**config.mk**
```make
export PLATFORM = sky130hd
export DESIGN_NAME = apb_master_bridge
export DESIGN_NICKNAME = d
export VERILOG_FILES = /design/src/rtl/apb_pkg.sv /design/src/rtl/apb_timeout_counter.sv /design/src/rtl/apb_master_bridge.sv
export SDC_FILE = /design/constraint.sdc
export NUM_CORES = 1
export LEC_CHECK = 0
export ABC_CLOCK_PERIOD_IN_PS = 2100
export CELL_PAD_IN_SITES_DETAIL_PLACEMENT = 1
export CELL_PAD_IN_SITES_GLOBAL_PLACEMENT = 1
export CORE_ASPECT_RATIO = 1.75
export CORE_UTILIZATION = 25
export CTS_CLUSTER_SIZE = 16
export DETAILED_ROUTE_END_ITERATION = 8
export GPL_TIMING_DRIVEN = 0
export PLACE_DENSITY = 0.78
export SLEW_MARGIN = 25
export SYNTH_ARGS = -nofsm -noshare
export SYNTH_HDL_FRONTEND = slang
export SYNTH_SLANG_ARGS = --single-unit
```
**constraint.sdc**
```tcl
create_clock -name clk -period 2.1 [get_ports clk]
set_input_delay 0.42 -clock clk [delete_from_list [all_inputs] [get_ports clk]]
set_output_delay 0.42 -clock clk [all_outputs]
set_load 0.01 [all_outputs]
```
**src/rtl/apb_pkg.sv**
```systemverilog
// Shared types and defaults for the APB master bridge.
//   Default bus widths, the master FSM state encoding, the host command
//   payload layout and a helper that sizes the transfer-timeout counter.
package apb_pkg;

  localparam int unsigned APB_ADDR_WIDTH  = 32;
  localparam int unsigned APB_DATA_WIDTH  = 32;
  localparam int unsigned APB_PSTRB_WIDTH = APB_DATA_WIDTH / 8;
  localparam int unsigned APB_PROT_WIDTH  = 3;

  typedef enum logic [1:0] {
    IDLE   = 2'd0,
    SETUP  = 2'd1,
    ACCESS = 2'd2,
    RESP   = 2'd3
  } apb_mstate_e;

  // Host command payload at the default bus widths.
  typedef struct packed {
    logic                       write;
    logic [APB_ADDR_WIDTH-1:0]  addr;
    logic [APB_DATA_WIDTH-1:0]  wdata;
    logic [APB_PSTRB_WIDTH-1:0] strb;
    logic [APB_PROT_WIDTH-1:0]  prot;
  } apb_cmd_t;

  // Counter must hold the value TIMEOUT_CYCLES itself; keep at least one bit
  // so a disabled timeout (0) still elaborates.
  function automatic int unsigned timeout_cnt_width(input int unsigned cycles);
    return (cycles == 0) ? 1 : $clog2(cycles + 1);
  endfunction

endpackage

```
**src/rtl/apb_timeout_counter.sv**
```systemverilog
// ACCESS-phase stall counter for the APB master bridge.
//   clk, rst_n : clock, async active-low reset
//   clear      : zero the count (asserted the cycle before ACCESS starts)
//   enable     : this cycle is an ACCESS cycle with PREADY low
//   expired_c  : this enabled cycle is the TIMEOUT_CYCLES-th stall
// The count saturates at TIMEOUT_CYCLES; with TIMEOUT_CYCLES = 0 the limit is
// already reached at reset, so it never counts and never expires.
module apb_timeout_counter
  import apb_pkg::*;
#(
  parameter int unsigned TIMEOUT_CYCLES = 256
) (
  input  logic clk,
  input  logic rst_n,
  input  logic clear,
  input  logic enable,
  output logic expired_c
);

  localparam int unsigned CNT_W = timeout_cnt_width(TIMEOUT_CYCLES);
  localparam logic [CNT_W-1:0] LIMIT = CNT_W'(TIMEOUT_CYCLES);

  logic [CNT_W-1:0] cnt_q, cnt_d;

  // Next count and expiry strobe.
  always_comb begin
    cnt_d     = cnt_q;
    expired_c = 1'b0;
    if (clear) begin
      cnt_d = '0;
    end else if (enable && (cnt_q != LIMIT)) begin
      cnt_d     = cnt_q + CNT_W'(1);
      expired_c = (cnt_d == LIMIT);
    end
  end

  always_ff @(posedge clk or negedge rst_n) begin
    if (!rst_n) begin
      cnt_q <= '0;
    end else begin
      cnt_q <= cnt_d;
    end
  end

endmodule

```
**src/rtl/apb_master_bridge.sv**
```systemverilog
// APB4 requester: takes one host command at a time, runs SETUP/ACCESS,
// waits on PREADY (bounded by a stall timeout) and returns the result on a
// back-pressured response port.
//   clk, PRESETn                      : clock, async active-low reset
//   cmd_valid/cmd_ready               : command handshake
//   cmd_write/addr/wdata/strb/prot    : command payload
//   rsp_valid/rsp_ready               : response handshake
//   rsp_rdata/rsp_err/rsp_timeout     : response payload
//   PADDR..PSTRB (out), PRDATA/PREADY/PSLVERR (in) : APB bus
module apb_master_bridge
  import apb_pkg::*;
#(
  parameter int unsigned ADDR_WIDTH     = APB_ADDR_WIDTH,
  parameter int unsigned DATA_WIDTH     = APB_DATA_WIDTH,
  parameter int unsigned PSTRB_WIDTH    = DATA_WIDTH / 8,
  parameter int unsigned TIMEOUT_CYCLES = 256
) (
  input  logic                      clk,
  input  logic                      PRESETn,
  input  logic                      cmd_valid,
  output logic                      cmd_ready,
  input  logic                      cmd_write,
  input  logic [ADDR_WIDTH-1:0]     cmd_addr,
  input  logic [DATA_WIDTH-1:0]     cmd_wdata,
  input  logic [PSTRB_WIDTH-1:0]    cmd_strb,
  input  logic [APB_PROT_WIDTH-1:0] cmd_prot,
  output logic                      rsp_valid,
  input  logic                      rsp_ready,
  output logic [DATA_WIDTH-1:0]     rsp_rdata,
  output logic                      rsp_err,
  output logic                      rsp_timeout,
  output logic [ADDR_WIDTH-1:0]     PADDR,
  output logic [APB_PROT_WIDTH-1:0] PPROT,
  output logic                      PSELx,
  output logic                      PENABLE,
  output logic                      PWRITE,
  output logic [DATA_WIDTH-1:0]     PWDATA,
  output logic [PSTRB_WIDTH-1:0]    PSTRB,
  input  logic [DATA_WIDTH-1:0]     PRDATA,
  input  logic                      PREADY,
  input  logic                      PSLVERR
);

  if (!((DATA_WIDTH == 8) || (DATA_WIDTH == 16) || (DATA_WIDTH == 32)))
  begin : g_bad_data_width
    $error("apb_master_bridge: DATA_WIDTH must be 8, 16 or 32");
  end
  if (PSTRB_WIDTH != DATA_WIDTH / 8) begin : g_bad_strb_width
    $error("apb_master_bridge: PSTRB_WIDTH must be DATA_WIDTH/8");
  end

  apb_mstate_e state_q, state_d;

  logic                      cmd_ready_q,   cmd_ready_d;
  logic                      psel_q,        psel_d;
  logic                      penable_q,     penable_d;
  logic                      pwrite_q,      pwrite_d;
  logic [ADDR_WIDTH-1:0]     paddr_q,       paddr_d;
  logic [DATA_WIDTH-1:0]     pwdata_q,      pwdata_d;
  logic [PSTRB_WIDTH-1:0]    pstrb_q,       pstrb_d;
  logic [APB_PROT_WIDTH-1:0] pprot_q,       pprot_d;
  logic                      rsp_valid_q,   rsp_valid_d;
  logic [DATA_WIDTH-1:0]     rsp_rdata_q,   rsp_rdata_d;
  logic                      rsp_err_q,     rsp_err_d;
  logic                      rsp_timeout_q, rsp_timeout_d;

  logic cnt_clear_c, cnt_enable_c, expired_c;

  // Stall counter restarts while in SETUP and counts ACCESS cycles without PREADY.
  assign cnt_clear_c  = (state_q == SETUP);
  assign cnt_enable_c = (state_q == ACCESS) && !PREADY;

  apb_timeout_counter #(
    .TIMEOUT_CYCLES (TIMEOUT_CYCLES)
  ) u_timeout (
    .clk       (clk),
    .rst_n     (PRESETn),
    .clear     (cnt_clear_c),
    .enable    (cnt_enable_c),
    .expired_c (expired_c)
  );

  // Next state, request capture and response capture.
  // Bus and handshake flops are loaded from the next state so they line up
  // with the state they describe.
  always_comb begin
    state_d       = state_q;
    pwrite_d      = pwrite_q;
    paddr_d       = paddr_q;
    pwdata_d      = pwdata_q;
    pstrb_d       = pstrb_q;
    pprot_d       = pprot_q;
    rsp_rdata_d   = rsp_rdata_q;
    rsp_err_d     = rsp_err_q;
    rsp_timeout_d = rsp_timeout_q;

    unique case (state_q)
      IDLE: begin
        if (cmd_valid && cmd_ready_q) begin
          state_d  = SETUP;
          pwrite_d = cmd_write;
          paddr_d  = cmd_addr;
          pwdata_d = cmd_wdata;
          // Reads never drive strobes; write strobes pass through as given.
          pstrb_d  = cmd_write ? cmd_strb : '0;
          pprot_d  = cmd_prot;
        end
      end
      SETUP: begin
        state_d = ACCESS;
      end
      ACCESS: begin
        // PREADY takes priority: expiry is only possible with PREADY low.
        if (PREADY) begin
          state_d       = RESP;
          rsp_rdata_d   = pwrite_q ? '0 : PRDATA;
          rsp_err_d     = PSLVERR;
          rsp_timeout_d = 1'b0;
        end else if (expired_c) begin
          state_d       = RESP;
          rsp_rdata_d   = '0;
          rsp_err_d     = 1'b1;
          rsp_timeout_d = 1'b1;
        end
      end
      RESP: begin
        if (rsp_ready) begin
          state_d = IDLE;
        end
      end
      default: begin
        state_d = IDLE;
      end
    endcase

    cmd_ready_d = (state_d == IDLE);
    psel_d      = (state_d == SETUP) || (state_d == ACCESS);
    penable_d   = (state_d == ACCESS);
    rsp_valid_d = (state_d == RESP);
  end

  always_ff @(posedge clk or negedge PRESETn) begin
    if (!PRESETn) begin
      state_q <= IDLE;
    end else begin
      state_q <= state_d;
    end
  end

  always_ff @(posedge clk or negedge PRESETn) begin
    if (!PRESETn) begin
      cmd_ready_q   <= 1'b0;
      psel_q        <= 1'b0;
      penable_q     <= 1'b0;
      pwrite_q      <= 1'b0;
      paddr_q       <= '0;
      pwdata_q      <= '0;
      pstrb_q       <= '0;
      pprot_q       <= '0;
      rsp_valid_q   <= 1'b0;
      rsp_rdata_q   <= '0;
      rsp_err_q     <= 1'b0;
      rsp_timeout_q <= 1'b0;
    end else begin
      cmd_ready_q   <= cmd_ready_d;
      psel_q        <= psel_d;
      penable_q     <= penable_d;
      pwrite_q      <= pwrite_d;
      paddr_q       <= paddr_d;
      pwdata_q      <= pwdata_d;
      pstrb_q       <= pstrb_d;
      pprot_q       <= pprot_d;
      rsp_valid_q   <= rsp_valid_d;
      rsp_rdata_q   <= rsp_rdata_d;
      rsp_err_q     <= rsp_err_d;
      rsp_timeout_q <= rsp_timeout_d;
    end
  end

  assign cmd_ready   = cmd_ready_q;
  assign PSELx       = psel_q;
  assign PENABLE     = penable_q;
  assign PWRITE      = pwrite_q;
  assign PADDR       = paddr_q;
  assign PWDATA      = pwdata_q;
  assign PSTRB       = pstrb_q;
  assign PPROT       = pprot_q;
  assign rsp_valid   = rsp_valid_q;
  assign rsp_rdata   = rsp_rdata_q;
  assign rsp_err     = rsp_err_q;
  assign rsp_timeout = rsp_timeout_q;

endmodule

```
==> impl_summary.log <==
[metrics] dominant cell type by area after synthesis: sky130_fd_sc_hd__dfrtp_1
[metrics] failing checks: setup timing
[metrics] initial antenna violation count: 0
[metrics] CP endpoint kind: flip-flop
[metrics] detailed-route wire length per cell: 17.0 um
[metrics] Setup Crit Path Kind: reg -> reg
[metrics] maximum single-stage delay on the critical path: 0.45 ns
[metrics] number of inserted diodes: 0
[metrics] capture point of the worst reg-to-reg path: rsp_rdata[14]
[metrics] die footprint: 0.0207 mm2
[metrics] post-layout power: 11.8 mW
[metrics] Final ANT Viol Nets: 0
[metrics] Max FO, Critical Path: 7
[metrics] row cnt: 68
[metrics] final number of hold-violating endpoints: 0
[metrics] cell area after synthesis: 0.00502 mm2
[metrics] Final WS setup: -0.0163 ns
[metrics] shortest period the worst path allows: 2.12 ns
[metrics] area of the core: 0.0197 mm2
[metrics] timing-limited maximum frequency: 0.473 GHz
[metrics] TritonCTS Buffers: 17
[metrics] worst slack at placement: -0.728 ns
[metrics] post-detailed-route via-to-cell ratio: 4.57
[metrics] total setup violations reported at the end of the flow: 6
[metrics] total length of routed wires: 18,000 um
[metrics] main area contributors after synthesis: sky130_fd_sc_hd__dfrtp_1 (60%), sky130_fd_sc_hd__nand2_1 (21%), sky130_fd_sc_hd__o22ai_1 (4.0%)
[metrics] slack of the worst reg-to-reg path: -0.02 ns
[metrics] max-slew headroom at the worst pin: 60.1%
[metrics] Setup TNS Final: -0.0504 ns
[metrics] worst vdd rail ir drop: 0.719 mV
[metrics] top-level I/O count: 220
[metrics] overall track demand over capacity in global routing: 17.7%
[metrics] reg2reg start: u_timeout.cnt_q[1]
[metrics] leakage power: 3.87 nW
[metrics] async set or reset register ratio after synthesis: 100%
[metrics] number of global-route vias before repair: 5,099
[metrics] slowest library cell on the worst path: sky130_fd_sc_hd__dfrtp_2
[metrics] capture endpoint of the worst hold path: PSTRB[1]
[metrics] gr ovfl total: 0
[metrics] outcome: finished with violations
[metrics] worst-case clock buffer depth: 2
[metrics] arrival time worst endpoint: 2.38 ns
[metrics] clock tree from TritonCTS: done
[metrics] vertical die dimension: 190 um
[metrics] final worst clock skew: 0.0105 ns
[metrics] pin count of the biggest net entering global routing: 74
[metrics] dominant register cell in the synthesized netlist: sky130_fd_sc_hd__dfrtp_1
[metrics] horizontal die dimension: 109 um
[metrics] number of storage elements in the synthesis netlist: 121
[metrics] leading cell types by count after synthesis: sky130_fd_sc_hd__nand2_1 (279), sky130_fd_sc_hd__dfrtp_1 (121), sky130_fd_sc_hd__o22ai_1 (32)
[metrics] fraction of final layout cells with drive strength greater than 1: 11.2%
[metrics] Max-cap violations: 0
[metrics] number of instances in the synthesized netlist: 549
[metrics] clock tree root buffer cell: sky130_fd_sc_hd__clkbuf_16
[metrics] Port-buffer cells: 219
[metrics] drt drc: 0
[metrics] final worst path period share: 101%
[metrics] share of the yosys chip area belonging to registers: 60.3%
[metrics] sequential standard cell area: 0.00303 mm2
[metrics] net count after synthesis: 665
[metrics] Critical path buffers and inverters: 3
[metrics] Syn Area/Cell: 9.15 um2
[metrics] clock latency of the later-clocked register in the worst-skew pair: 0.42 ns
[metrics] Max Slew Vio Count: 0
[metrics] fill cell total of the finished layout: 2,267
[metrics] DRT Pass-1 Iters: 4
[metrics] share of the synthesized area in the top cell type: 60.3%
[metrics] number of enable flip-flop cells after synthesis: 0
[metrics] initial cell density of the core: 25.5%
[metrics] hold-critical path depth: 2
[metrics] area growth from synthesis to layout: 69.7%
[metrics] hold crit path type: reg -> reg
[metrics] # nets final: 914
[metrics] final core area utilization: 43.2%
[metrics] depth of the CTS H-tree: 4
[metrics] HPWL after detailed placement: 12,900 um
[metrics] Worst path top cell family by delay: buffers and inverters
[metrics] path depth of the worst reg2reg path: 8
[metrics] startpoint class of the critical path: flip-flop
[metrics] area taken by multi-input logic gates: 0.00198 mm2
[metrics] number of synthesis warnings: 0
[metrics] startpoint of the lowest-slack hold path: PSTRB[1]
[metrics] required time at the worst-slack endpoint: 2.36 ns
[metrics] DRT iter0 DRCs: 103
[metrics] distinct cell type count of the synthesized netlist: 39
[metrics] RePlAce Congestion: 0.786
[metrics] most frequent cell after synthesis: sky130_fd_sc_hd__nand2_1
[metrics] vias post-DR: 4,828
[metrics] transition time at the pin with the least slew margin: 0.599 ns
[metrics] setup repair after global routing missed its margin: yes
[metrics] clock net sink count: 121
[metrics] total power density per cell area: 1390 mW/mm2
[metrics] ordered list of cells on the worst path: buf_4 > a211o_1 > a21oi_2 > a31oi_2 > nor4_4 > buf_6 > clkbuf_16 > o22ai_1
[metrics] wire length of the first global-routing pass: 27,400 um
[metrics] register clock-pin slew on the reported worst setup and hold paths: 0.06 ns
[cell usage in the layout, fill, tap and decap left out, types with 5 or more instances in the layout]
| cell type | instances |
|---|---|
| sky130_fd_sc_hd__clkdlybuf4s50_1 | 218 |
| sky130_fd_sc_hd__buf_4 | 8 |
| sky130_fd_sc_hd__ha_1 | 5 |
| sky130_fd_sc_hd__inv_1 | 6 |
| sky130_fd_sc_hd__dfrtp_1 | 117 |
| sky130_fd_sc_hd__o22ai_2 | 10 |
| sky130_fd_sc_hd__buf_6 | 5 |
| sky130_fd_sc_hd__o21ai_0 | 9 |
| sky130_fd_sc_hd__nor2_1 | 10 |
| sky130_fd_sc_hd__nand2_1 | 278 |
| sky130_fd_sc_hd__nand3_1 | 8 |
| sky130_fd_sc_hd__clkinvlp_4 | 5 |
| sky130_fd_sc_hd__clkbuf_16 | 19 |
| sky130_fd_sc_hd__clkbuf_1 | 22 |
| sky130_fd_sc_hd__o22ai_1 | 21 |
[state kept, by name (all words and copies together), names as in the netlist, 2 cells and up]
register / count
PADDR: 32
PWDATA: 32
rsp_rdata: 32
u_timeout.cnt_q: 9
PSTRB: 4
PPROT: 3
state_q: 2
[layout make-up]
cell class / count / share of cell area (%)
sequential: 121 / 35.6
timing repair buffer: 233 / 27.9
multi-input combinational: 388 / 23.2
clock buffer: 18 / 5.15
tap: 245 / 3.60
clock inverter: 14 / 2.32
buffer: 31 / 1.98
inverter: 6 / 0.264
[repair_timing]
item,4_1_cts,5_1_grt
setup endpoints to repair,61,99
hold endpoints to repair,44,0
gates resized for setup,9,37
gates cloned,0,2
setup buffers,6,4
pin swaps,2,17
hold buffers,1,0
[how the worst max path moves through the flow]
stage                        from             to  slack [ns]  cells after the start
6_report       u_timeout.cnt_q[1]  rsp_rdata[14]       -0.02                      8
5_1_grt        u_timeout.cnt_q[0]  rsp_rdata[13]       -0.13                      9
4_1_cts        u_timeout.cnt_q[0]  rsp_rdata[17]       0.003                      8
3_5_place_dp               PREADY      cmd_ready       -0.73                      7
3_3_place_gp              PRESETn  rsp_rdata[20]       -4.47                      1
2_1_floorplan  u_timeout.cnt_q[0]        PENABLE        0.02                      8
[metal layers]
| metal | vias to the layer above | global-route usage, % | share of wire [%] |
|---|---|---|---|
| met2 | 141 | 32.0 | 57 |
| met3 | 38 | 4.30 | 4.3 |
| li1 | 2264 | - | - |
| met4 | 0 | 9.46 | 3.8 |
| met5 | - | 0 | 0 |
| met1 | 2385 | 18.2 | 35 |
[report_power, final]
group | internal [mW] | leakage, nW | switching, mW
clock network | 2.02 | 0.295 | 1.15
logic | 2.56 | 2.01 | 2.17
registers | 3.32 | 1.57 | 0.608
total | 7.91 | 3.87 | 3.93
[logic make-up (layout without fill, tap and decap cells)]
logic type / after synthesis / in the layout / synth area share (%)
adders and majority gates: 6 / 6 / 1.49
and+or+nand+nor: 321 / 321 / 26.2
DFF: 121 / 121 / 60.3
muxes: 1 / 1 / 0.199
buffers and inverters: 40 / 302 / 3.76
AOI/OAI and AO/OA: 56 / 56 / 7.40
xor gates and xnor gates: 4 / 4 / 0.698
[worst min-delay path: cells and delay by family, from the launching register on]
kind | cells | cell delay (ns)
flops | 1 | 0.34
simple gates | 2 | 0.10
[stage by stage]
step	hold slack (ns)	instance area, um2	std cells
5_1_grt	0.489	8530	1056
4_1_cts	0.476	8280	1052
3_3_place_gp	0.451	7520	1013
2_1_floorplan	0.124	5020	549
3_5_place_dp	0.437	7550	1014
6_report	0.470	8530	1056
(Power assumes the default switching activity.)
